<file path="config.mk">
export PLATFORM = sky130hd
export DESIGN_NAME = fifo_buffer
export DESIGN_NICKNAME = d
export VERILOG_FILES = /design/src/rtl/simple_dual_port_ram.sv /design/src/rtl/fifo_buffer.sv
export SDC_FILE = /design/constraint.sdc
export NUM_CORES = 2
export LEC_CHECK = 0
export BUFFER_PORTS_ARGS = -buffer_cell sky130_fd_sc_hd__buf_2
export CAP_MARGIN = 20
export CORE_MARGIN = 4
export CORE_UTILIZATION = 56
export CTS_CLUSTER_DIAMETER = 80
export DETAILED_ROUTE_END_ITERATION = 8
export GPL_ROUTABILITY_DRIVEN = 0
export HOLD_SLACK_MARGIN = 0.02
export PLACE_DENSITY = 0.72
export SETUP_SLACK_MARGIN = 0.02
export SYNTH_ARGS = -nofsm -noshare
export SYNTH_HDL_FRONTEND = slang
export SYNTH_SLANG_ARGS = --single-unit
</file>
<file path="constraint.sdc">
create_clock -name clock -period 5.8 [get_ports clock]
set_input_delay 1.74 -clock clock [delete_from_list [all_inputs] [get_ports clock]]
set_output_delay 1.74 -clock clock [all_outputs]
set_load 0.05 [all_outputs]
</file>
<file path="src/rtl/simple_dual_port_ram.sv">
// simple_dual_port_ram: one-clock block RAM; one write port, one registered read port, read-first, storage has no reset
// Ports: clock; read_enable, read_addr, read_data (registered); write_enable, write_addr, write_data
module simple_dual_port_ram #(
    parameter int DATA_WIDTH = 8,
    parameter int ADDR_WIDTH = 9
) (
    input  logic                  clock,
    input  logic                  read_enable,
    input  logic [ADDR_WIDTH-1:0] read_addr,
    output logic [DATA_WIDTH-1:0] read_data,
    input  logic                  write_enable,
    input  logic [ADDR_WIDTH-1:0] write_addr,
    input  logic [DATA_WIDTH-1:0] write_data
);
    logic [DATA_WIDTH-1:0] mem [2**ADDR_WIDTH];
    always_ff @(posedge clock) begin
        if (write_enable) mem[write_addr] <= write_data;
        if (read_enable) read_data <= mem[read_addr];
    end
endmodule

</file>
<file path="src/rtl/fifo_buffer.sv">
// fifo_buffer: single-clock FIFO on a simple dual-port RAM; occupancy count, full/empty/almost flags, sticky overflow/underflow
// Ports: clock, reset (sync, high), clock_enable; write_enable/write_data push; read_enable pop -> read_data/read_valid after one edge;
//        empty, full, almost_empty, almost_full, fill_count decoded from the registered count; overflow/underflow sticky errors
module fifo_buffer #(
    parameter int DATA_WIDTH    = 8,
    parameter int ADDR_WIDTH    = 9,
    parameter int ALMOST_MARGIN = 1
) (
    input  logic                  clock,
    input  logic                  reset,
    input  logic                  clock_enable,
    input  logic                  write_enable,
    input  logic [DATA_WIDTH-1:0] write_data,
    input  logic                  read_enable,
    output logic [DATA_WIDTH-1:0] read_data,
    output logic                  read_valid,
    output logic                  empty,
    output logic                  full,
    output logic                  almost_empty,
    output logic                  almost_full,
    output logic [ADDR_WIDTH:0]   fill_count,
    output logic                  overflow,
    output logic                  underflow
);
    localparam int DEPTH = 2**ADDR_WIDTH;
    logic [ADDR_WIDTH-1:0] write_ptr, read_ptr;
    logic [DATA_WIDTH-1:0] ram_data;
    logic                  pop, push, no_pop_yet;
    assign pop  = clock_enable && read_enable && !empty;
    assign push = clock_enable && write_enable && (!full || pop);
    assign empty        = fill_count == '0;
    assign full         = fill_count == (ADDR_WIDTH+1)'(DEPTH);
    assign almost_empty = fill_count <= (ADDR_WIDTH+1)'(ALMOST_MARGIN);
    assign almost_full  = fill_count >= (ADDR_WIDTH+1)'(DEPTH - ALMOST_MARGIN);
    // The RAM output register has no reset, so read_data reads as zero until the first pop after reset.
    assign read_data = no_pop_yet ? '0 : ram_data;
    simple_dual_port_ram #(.DATA_WIDTH(DATA_WIDTH), .ADDR_WIDTH(ADDR_WIDTH)) ram (
        .clock       (clock),
        .read_enable (pop && !reset),
        .read_addr   (read_ptr),
        .read_data   (ram_data),
        .write_enable(push && !reset),
        .write_addr  (write_ptr),
        .write_data  (write_data)
    );
    always_ff @(posedge clock) begin
        if (reset) begin
            write_ptr  <= '0;
            read_ptr   <= '0;
            fill_count <= '0;
            read_valid <= 1'b0;
            overflow   <= 1'b0;
            underflow  <= 1'b0;
            no_pop_yet <= 1'b1;
        end else if (clock_enable) begin
            write_ptr  <= write_ptr + ADDR_WIDTH'(push);
            read_ptr   <= read_ptr + ADDR_WIDTH'(pop);
            fill_count <= fill_count + (ADDR_WIDTH+1)'(push) - (ADDR_WIDTH+1)'(pop);
            read_valid <= pop;
            if (write_enable && !push) overflow <= 1'b1;
            if (read_enable && !pop) underflow <= 1'b1;
            if (pop) no_pop_yet <= 1'b0;
        end
    end
endmodule

</file>
==> flow_summary.ini <==
[yosys]
syn_area_mm2 = 0.161
yosysUniqueCellTypes = 76
async_flop_share_pct = 0
postSynthCellCount = 7503
yosys_warnings = 0
netlist.top_cell.by_area = edfxtp_1
synth_edf_count = 4104
ys_ff_latch = 4136
synthTopCellsByCount = edfxtp_1, mux4_2, nor2_1
synth_fp_nets = 7541
synth.area.top_cells = edfxtp_1, mux4_2, mux2i_1
avgSynthCellArea_um2 = 21.5
synth_top_area_share_pct = 76.6
yosys_most_used_dff = edfxtp_1
synth-seq-area-share_pct = 77.0
yosysMostFrequentCell = edfxtp_1

[sta]
finalCritPeriodShare_pct = 86.4
timing.final.max_slew_violations = 0
max-slew-margin-rel_pct = 15.2
rsz0062_at_grt = false
worstMarginPinSlew_ns = 1.27
worst_clock_skew_ns = 0.0828
holdWs_ns = 0.481
setup_viol = 0
max_freq_mhz = 199
hold_violations = 0
tns_ns = 0
period_needed_ns = 5.01

[finish]
regArea_mm2 = 0.124
final_net_count = 7803
fin_cells = 11900
area_growth_pct = 12.0
final_core_util_pct = 63.1
fillers = 18300
drive_above_1_share_pct = 25.2
multi_input_area_mm2 = 0.0347

[drt]
first_pass_iters = 9
drtAntennaViolNets = 0
viasPerCell = 6.95
post_drt_wl_per_cell_um = 37.2
num_vias = 82500
drc = 0
routed_wl_um = 442000
drt_iter0_markers = 12600

[floorplanning]
rows = 196
core_mm2 = 0.286
io_pins = 38
die-height_um = 544
initial_core_util_pct = 56.3
die_area_mm2 = 0.296
chipWidth_um = 544

[placement]
place_inst = 11100
portBuffers = 37
post-dp-hpwl_um = 264000

[cts]
cts.sink_count = 4136
cts_buffers = 398
max-clock-path-buffers = 4
post-cts-setup-buffer-count = 0
htreeDepth = 5
cts-root-buf = clkbuf_16
cts_tree = yes
clk_latency_ns = 0.96
cts.reportedPaths.clkPinSlew_ns = 0.06
ctsResizeCount = 0
ctsHoldBuffers = 0

[setup_path]
slowest_stage = a2111oi_0
cpMostUsedCell = buf_4
cp-startpoint = read_ptr[0]
r2r-start = read_ptr[0]
crit_type = reg2reg
worstPathRequired_ns = 6.56
slowest_delay_ns = 1.06
crit_arrival_ns = 5.77
start_kind = flip-flop
cp_max_fo = 17
worstSetupEndpointType = flip-flop
path_cells = buf_12, nand3b_1, buf_4, buf_4, o221ai_1, a221oi_1, a2111oi_0, buf_4, nor2_1, a31oi_1

[flow_run]
drv_cap = 0

[power_and_ir_drop]
power.switching_mw = 13.1
power_frac_seq_pct = 52.2
vdd_drop_max_uv = 298
switching_share_pct = 20.8
powerDensity_mw_per_mm2 = 350
p_int_mw = 50.0
clkPwrFrac_pct = 42.6
p_leak_nw = 54.6
comb_power_share_pct = 5.2

[grt]
grt_overflow = 0
grt_pass1_wl_um = 626000
grt_start_max_net_pins = 134
antenna_found_initial = 15
grt_pass1_vias = 80500
track_usage_pct = 29.9

[outcome]
status = finished, final reports clean

[worst_hold_path]
min_from = read_valid
hold_path.class = reg2reg
## placed cells by master (no fill, tap or decap), drive strengths merged, types with 25 or more instances in the layout
cell and count:
o22ai 50, a22oi 69, a211oi 27, a31oi 27, buf 330, nand2 162, edfxtp 4104, mux2i 298
nor2 616, inv 31, clkinv 170, nor2b 29, a21oi 91, dfxtp 32, o21ai 79, nand3 41
mux4 1015, clkbuf 464, a221oi 48, bufinv 65, mux2 25, o221ai 68
## stage by stage
step	instance area [um2]	power [mW]	setup WS [ns]
2_1_floorplan	161000	35.6	1.43
3_5_place_dp	167000	36.8	0.308
6_report	180000	63.1	0.786
3_3_place_gp	167000	36.8	0.290
4_1_cts	180000	63.3	0.931
5_1_grt	180000	64.8	0.837
## routing by layer
metal / share of wire (%) / global-route usage (%) / vias up
li1: - / - / 31900
met1: 36 / 42.1 / 42900
met2: 45 / 44.3 / 6568
met3: 13 / 8.82 / 1024
met4: 5.2 / 12.7 / 16
met5: 0.062 / 0 / -
## flip-flops by register name (all words and copies together) (netlist names)
name           cells
ram.read_data      8
overflow           1
read_ptr           9
no_pop_yet         1
fill_count        10
underflow          1
read_valid         1
ram.mem         4096
write_ptr          9
## cell type report
type	count	area share (%)
clock buffer	462	5.78
inverter	15	0.0354
multi-input combinational	2882	19.3
tap	3762	2.61
sequential	4136	68.7
antenna	14	0.0194
clock inverter	271	1.74
timing repair buffer	332	1.82
## worst max-delay path: cells and delay by family (launching register included)
kind	cells	cell delay, ns
AOI/OAI and AO/OA	4	1.70
buffers and inverters	4	1.36
DFF	1	0.87
and+or+nand+nor	2	0.82
## power by group through the flow
stage	clock (mW)	sequential [mW]	combinational [mW]
5_1_grt	28.4	32.9	3.44
3_5_place_dp	0	33.6	3.26
3_3_place_gp	0	33.6	3.22
6_report	26.9	32.9	3.26
4_1_cts	27.1	32.9	3.27
2_1_floorplan	0	33.6	1.99
## cell families after synthesis
group	count (synthesis)	share of synthesized area, %
xor+xnor	20	0.109
simple gates	944	2.45
compound gates	555	2.42
buf+inv	485	1.63
flops	4136	77.0
fa+ha+maj	25	0.199
mux	1338	16.2
## final timing paths
kind	slack, ns	end	depth (start not counted)
setup / recovery	0.79	ram.read_data[1]	10
hold / removal	0.48	read_valid	2
setup reg to reg	0.79	ram.read_data[1]	10
hold reg to reg	0.48	read_valid	2
(Power assumes the default switching activity.)
